[src/rtl/interval_timer_arb.sv]
// Round-robin scheduler that shares one WIDTH-bit interval counter among NUM_REQ requesters.
// Optional INTERVAL_ARB_STATS_EN adds an n_done completed-interval counter output.
module interval_timer_arb #(
    parameter int unsigned NUM_REQ = 4,
    parameter int unsigned WIDTH   = 32
) (
    input  logic                       clk,
    input  logic                       rst,
    input  logic [NUM_REQ-1:0]         req,
    input  logic [NUM_REQ*WIDTH-1:0]   dur,
    output logic [NUM_REQ-1:0]         gnt,
    output logic [NUM_REQ-1:0]         done,
    output logic                       busy,
    output logic [WIDTH-1:0]           count
`ifdef INTERVAL_ARB_STATS_EN
    ,
    output logic [31:0]                n_done
`endif
);

    localparam int unsigned IW = (NUM_REQ > 1) ? $clog2(NUM_REQ) : 1;

    typedef enum logic [1:0] {
        S_IDLE,
        S_LOAD,
        S_RUN,
        S_DONE
    } state_t;

    state_t               state_q, state_d;
    logic [IW-1:0]        owner_q, owner_d;
    logic [IW-1:0]        rr_q, rr_d;
    logic [WIDTH-1:0]     tgt_q, tgt_d;
    logic [WIDTH-1:0]     count_q, count_d;
    logic [NUM_REQ-1:0]   gnt_q, gnt_d;
    logic [NUM_REQ-1:0]   done_q, done_d;
    logic                 busy_q, busy_d;

    logic [WIDTH-1:0]     dur_w [NUM_REQ];
    logic [WIDTH-1:0]     dur_sel;
    logic                 owner_req;
    logic [IW-1:0]        rr_next;
    logic                 win_found;
    logic [IW-1:0]        win_idx;
    logic [IW-1:0]        k;
    logic [NUM_REQ-1:0]   win_onehot;

    for (genvar g = 0; g < NUM_REQ; g++) begin : g_dur
        assign dur_w[g] = dur[g*WIDTH +: WIDTH];
    end

    assign dur_sel   = dur_w[owner_q];
    assign owner_req = req[owner_q];
    assign rr_next   = (owner_q == IW'(NUM_REQ - 1)) ? '0 : owner_q + IW'(1);

    // First set request at or after the round-robin pointer, wrapping.
    always_comb begin
        win_found  = 1'b0;
        win_idx    = '0;
        k          = '0;
        win_onehot = '0;
        for (int i = 0; i < NUM_REQ; i++) begin
            k = IW'((32'(rr_q) + 32'(i)) % NUM_REQ);
            if (req[k] && !win_found) begin
                win_found = 1'b1;
                win_idx   = k;
            end
        end
        for (int i = 0; i < NUM_REQ; i++) begin
            win_onehot[i] = (IW'(i) == win_idx);
        end
    end

    // Next-state and next-output logic; an owner dropping req aborts without done.
    always_comb begin
        state_d = state_q;
        owner_d = owner_q;
        rr_d    = rr_q;
        tgt_d   = tgt_q;
        count_d = '0;
        gnt_d   = gnt_q;
        done_d  = '0;
        unique case (state_q)
            S_IDLE: begin
                gnt_d = '0;
                if (win_found) begin
                    state_d = S_LOAD;
                    owner_d = win_idx;
                    gnt_d   = win_onehot;
                end
            end
            S_LOAD: begin
                if (!owner_req) begin
                    state_d = S_IDLE;
                    gnt_d   = '0;
                    rr_d    = rr_next;
                end else begin
                    state_d = S_RUN;
                    tgt_d   = (dur_sel == '0) ? WIDTH'(1) : dur_sel;
                end
            end
            S_RUN: begin
                if (!owner_req) begin
                    state_d = S_IDLE;
                    gnt_d   = '0;
                    rr_d    = rr_next;
                end else if (count_q == tgt_q - WIDTH'(1)) begin
                    state_d = S_DONE;
                    done_d  = gnt_q;
                end else begin
                    count_d = count_q + WIDTH'(1);
                end
            end
            S_DONE: begin
                state_d = S_IDLE;
                gnt_d   = '0;
                rr_d    = rr_next;
            end
            default: begin
                state_d = S_IDLE;
                gnt_d   = '0;
            end
        endcase
        busy_d = (state_d != S_IDLE);
    end

    always_ff @(posedge clk or negedge rst) begin
        if (!rst) begin
            state_q <= S_IDLE;
            owner_q <= '0;
            rr_q    <= '0;
            tgt_q   <= '0;
            count_q <= '0;
            gnt_q   <= '0;
            done_q  <= '0;
            busy_q  <= 1'b0;
        end else begin
            state_q <= state_d;
            owner_q <= owner_d;
            rr_q    <= rr_d;
            tgt_q   <= tgt_d;
            count_q <= count_d;
            gnt_q   <= gnt_d;
            done_q  <= done_d;
            busy_q  <= busy_d;
        end
    end

    assign gnt   = gnt_q;
    assign done  = done_q;
    assign busy  = busy_q;
    assign count = count_q;

`ifdef INTERVAL_ARB_STATS_EN
    logic [31:0] n_done_q;

    // Completed intervals only; wraps naturally at 32 bits.
    always_ff @(posedge clk or negedge rst) begin
        if (!rst) begin
            n_done_q <= '0;
        end else if (state_q == S_DONE) begin
            n_done_q <= n_done_q + 32'd1;
        end
    end

    assign n_done = n_done_q;
`endif

endmodule
[config.mk]
export PLATFORM = sky130hd
export DESIGN_NAME = interval_timer_arb
export DESIGN_NICKNAME = d
export VERILOG_FILES = /design/src/rtl/interval_timer_arb.sv
export SDC_FILE = /design/constraint.sdc
export NUM_CORES = 1
export LEC_CHECK = 0
export CAP_MARGIN = 10
export CELL_PAD_IN_SITES_DETAIL_PLACEMENT = 1
export CELL_PAD_IN_SITES_GLOBAL_PLACEMENT = 1
export CORE_MARGIN = 2
export CORE_UTILIZATION = 36
export CTS_CLUSTER_SIZE = 30
export DETAILED_ROUTE_END_ITERATION = 10
export MAX_ROUTING_LAYER = met4
export PLACE_DENSITY = 0.93
export RECOVER_POWER = 25
export SLEW_MARGIN = 20
export SYNTH_ARGS = -nofsm -noshare
export SYNTH_HDL_FRONTEND = slang
export SYNTH_SLANG_ARGS = --single-unit
[constraint.sdc]
create_clock -name clk -period 3.6 [get_ports clk]
set_input_delay 0.72 -clock clk [delete_from_list [all_inputs] [get_ports clk]]
set_output_delay 0.72 -clock clk [all_outputs]
set_load 0.01 [all_outputs]
# After elaboration in Yosys (flattened, before gate mapping)
# Index checks and enable logic that the tools add are counted.
[word_totals]
reg_bits = 79
output_inout_bits = 41
word_cells = 84
[classes]
add_sub_neg = 6
n_lt_le_gt_ge = 6
n_eq_ne = 9
muxes = 39
bitwise = 1
n_reduce_logical = 15
[ops]
columns = ["operator", "count"]
rows = [
  ["$mux 32", 6],
  ["$bmux 32 s2", 1],
  ["$add 32x1->32 const B", 1],
  ["$eq 32x32->1", 1],
  ["$logic_not 32->1", 1],
  ["$sub 32x1->32 const B", 1],
  ["$mux 2", 10],
  ["$mux 4", 5],
  ["$lt 2x3->1 const B", 5],
  ["$pmux 4 s3", 1],
  ["$bmux 1 s2", 5],
  ["$mux 1", 9],
  ["$pmux 2 s4", 1],
  ["$eq 2x2->1 const B", 3],
  ["$reduce_and 2->1", 3],
  ["$add 2x1->2 const B", 2],
  ["$add 2x2->2 const B", 2],
  ["$eq 2x2->1 const A", 2],
  ["$logic_not 2->1", 2],
  ["$pmux 2 s2", 1],
  ["$reduce_bool 2->1", 2],
  ["$ge 3x3->1 const B", 1],
  ["$logic_and 1x1->1", 3],
  ["$logic_not 1->1", 3],
  ["other kinds (5)", 5],
]

# Depth between registers and ports, before layout
[logic_depth]
word_depth = 15
ltp_mapped = 13
depth_no_buf = 10

# Worst setup path before layout
# OpenSTA, ideal clock, no wires.
[synth_path]
path_type = "register to register"
start = "reg tgt_q[0]"
end = "reg count_q[22], in the netlist count[22]"
setup_ps = 136
arrival_ps = 2657
required_time_ps = 3464
slack_ps = 807
stages_incl_launch_ff = 14
synth_period_minus_slack_ps = 2793
path_cell_list = "dfrtp_1 inv_1 ha_1 nor4b_2 and4_1 clkbuf_1 a31oi_1 or3b_2 a21boi_1 o22a_1 nor4b_4 buf_4 buf_6 nor3_1"
[synth_via]
elab_chain_cells = 5
[synth_rtl]
columns = ["element", "line_no", "source"]
rows = [
  ["start, declared", "33", "logic [WIDTH-1:0] tgt_q, tgt_d;"],
  ["start signal, assigned", "141", "tgt_q <= tgt_d;"],
  ["$sub 32x1->32", "107", "end else if (count_q == tgt_q - WIDTH'(1)) begin"],
  ["$eq 32x32->1", "107", ""],
  ["$mux 32", "107", ""],
  ["$mux 32", "103", "if (!owner_req) begin"],
  ["$mux 32", "83", "unique case (state_q)"],
  ["via count_d[22]", "34", "logic [WIDTH-1:0] count_q, count_d;"],
  ["end signal, assigned", "142", "count_q <= count_d;"],
  ["end, declared", "34", ""],
]
# The timed path passes the listed nets, and every way through them passes these cells.
# A chain may end at the register's enable or synchronous reset.

# Worst setup path after layout
[layout_path]
start = "reg tgt_q[0]"
end = "reg count_q[3], in the netlist count[3]"
# The elaborated chain is that of the path after synthesis.

==> impl_metrics.toml <==
[status]
status = "finished with violations"
failed_checks = "max-capacitance violations, max-slew violations"

[setup_path]
r2r_end = "count[3]$_DFF_PN0_"
ff2ff_path_depth = 11
arrival_ns = 3.40
critPathLaunchType = "flop"
required_ns = 3.81
reg2reg_slack_ns = 0.41
path_class = "reg2reg"
timing.rr.start = "tgt_q[0]$_DFFE_PN0P_"
cp-end-kind = "flop"
path_max_fanout = 31
crit_start = "tgt_q[0]$_DFFE_PN0P_"
cp-endpoint = "count[3]$_DFF_PN0_"

[placement]
dp_hpwl_mm = 15.0
place.gp.congestion = 0.905
placed_cells = 876
place.port_buffers = 174

[yosys]
synth.distinct_cells = 58
syn_area_per_cell_sq_um = 10.3
synth_nets = 676
synth_compound_area_frac = 0.0715
ys_seq_elements = 79
synth_common_cells = "dfrtp_1, nor3_1, xnor2_1"
yosysMostFrequentCell = "dfrtp_1"
yosysTopAreaCellShare = 0.358
netlist_top_cells_area = "dfrtp_1, mux4_2, xnor2_1, mux2_2, nor3_1"
synth-main-ff-cell = "dfrtp_1"
synthMuxAreaShare = 0.197
netlist_area_sq_um = 5530
yosysWarnings = 0
yosysTopAreaCell = "dfrtp_1"
yosys.area_share.adder = 0.0158
synth_xor_xnor_area_share = 0.109
ys_seq_area_frac = 0.358
synth_edf_count = 0
synthSimpleGateAreaFrac = 0.218
synth_top_family_by_area = "simple AND/OR/NAND/NOR gates"
synthArstFlopShare = 1.00
syn_inst = 535

[floorplan]
core.rowCount = 45
fp.dieW_microns = 128
dieArea_sq_um = 16400
ioPinCount = 175
initial_utilization = 0.366
die_h_microns = 128
core_sq_um = 15100

[run]
cap_violations = 1

[layout]
final_cell_count_no_fill = 892
fin_nets = 840
drive_above_1_share = 0.132
syn2layout_area_growth_pct = 39.6
num_antenna_cells = 0

[route]
drtIter0Drc = 247
antenna_left = 0
avgRoutedWirePerCell_microns = 21.0
topRoutingLayerUsed = "met4"
met1_length_mm = 7.97
vias = 5072
wirelength_mm = 18.7
post-route-drc-count = 0
dr.pass1.iters = 4
dr_wl_met3_mm = 1.01
met2_length_mm = 9.32
via_per_inst = 5.69

[clock_tree]
cts.clk_slew.worst_paths_ns = 0.06
cts.path.max_buffers = 2
h-tree-depth = 3
cts_buffers = 9
post_cts_resized = 0
cts.sinks = 79
cts_setup_buffers = 0
ctsHoldBuffers = 0
cts-root-buf = "clkbuf_16"
cts_tree = "yes"
clock_latency_ns = 0.35

[sta]
max-slew-margin-rel = -0.329
rsz0062_at_grt = "no"
finalCritPeriodShare = 0.886
fin_skew_ns = 0.00809
period_needed_ns = 3.19
hold_violations = 0
setup_violations = 0
slew_violations = 80
fmax_ghz = 0.314
finalSetupTns_ns = 0
worst_slew_pin_slew_ns = 1.99

[pwr]
p_leak_nw = 2.83
p_int_mw = 2.80
netSwitchingFraction = 0.399
p_comb_frac = 0.458
pwr-share-seq = 0.353
p_clk_frac = 0.190
vdd_drop_max_v = 0.000374
power_switching_mw = 1.86
p_per_area_nw_per_um2 = 605

[worst_hold_path]
min_path_type = "reg2reg"

[global_routing]
grt_pass1_vias = 5512
grt_pass1_wl_mm = 30.3
grt_max_degree = 80
grt-ovfl-total = 0
grt.total_usage = 0.247
antenna_found_initial = 0
==> how the worst min path moves through the flow <==
stage,from,to,slack [ns],depth (start not counted)
final,gnt[3]$_DFFE_PN0P_,gnt[3]$_DFFE_PN0P_,0.54,1
after global routing,gnt[3]$_DFFE_PN0P_,gnt[3]$_DFFE_PN0P_,0.55,1
after CTS,gnt[3]$_DFFE_PN0P_,gnt[3]$_DFFE_PN0P_,0.54,1
after detailed placement,gnt[1]$_DFFE_PN0P_,gnt[1]$_DFFE_PN0P_,0.52,2
after global placement,gnt[1]$_DFFE_PN0P_,gnt[1]$_DFFE_PN0P_,0.51,2
after floorplan,rst,busy$_DFF_PN0_,0.42,0
==> area by class of cell <==
class	instances	area, sq um
tap	188	235
fill	1655	7370
clock buffer	12	256
clock inverter	4	28.8
multi-input combinational	415	3380
inverter	13	48.8
timing repair buffer	181	1790
sequential	79	1980
==> power groups by stage <==
stage                     combinational (mW)  clock, mW  sequential (mW)
after CTS                               2.15      0.897             1.64
final                                   2.14      0.886             1.65
after global placement                  2.03          0             1.62
after global routing                    2.33      0.935             1.70
after floorplan                         1.65          0             1.40
after detailed placement                2.13          0             1.66
==> cell families (layout without fill, tap and decap cells) <==
family / after synthesis / after routing
buffers and inverters: 41 / 210
flip-flops: 79 / 79
AO/OA/AOI/OAI: 58 / 58
multiplexers: 64 / 64
XOR/XNOR: 69 / 69
AND/OR/NAND/NOR: 217 / 217
adder cells (fa/ha/maj): 7 / 7
==> sequential cells by signal, indices dropped and copies added, names as in the netlist <==
register / cells
done: 4
rr_q: 2
owner_q: 2
busy: 1
count: 32
tgt_q: 32
state_q: 2
gnt: 4
==> layer usage <==
layer | up-vias | track usage
met5 | - | -
met4 | 0 | 0.0840
met3 | 27 | 0.0426
met2 | 169 | 0.409
met1 | 2543 | 0.306
li1 | 2333 | -
==> worst max-delay path: stages, from the launching register on <==
cell	delay (ns)
dfrtp_1	0.43
inv_1	0.09
ha_1	0.23
nor4b_2	0.34
and4_1	0.38
a31oi_1	0.13
or3b_2	0.46
a21boi_1	0.16
o22a_1	0.15
nor4b_4	0.20
buf_4	0.37
nor3_1	0.10
==> per-stage QoR <==
step	setup WS [ns]	hold WS, ns	utilization	cell area (sq um)	total power, mW
6_report	0.411	0.541	0.512	7720	4.67
5_1_grt	0.109	0.555	0.512	7720	4.96
4_1_cts	0.367	0.539	0.512	7720	4.69
3_5_place_dp	0.423	0.518	0.493	7440	3.79
3_3_place_gp	0.546	0.505	0.493	7440	3.66
2_1_floorplan	0.807	0.424	-	5530	3.05
==> layout by cell type, fill, tap and decap left out, drive strengths merged, types with 10 or more instances in the layout <==
cell,count
and3,10
dfrtp,79
nand2,35
clkbuf,13
nand3,13
xor2,24
nor4,18
inv,14
o21ai,16
mux4,33
nand4,14
nor2,32
xnor2,45
mux2,29
nor3,52
clkdlybuf4s50,173
Power figures use the tool's default switching activity.
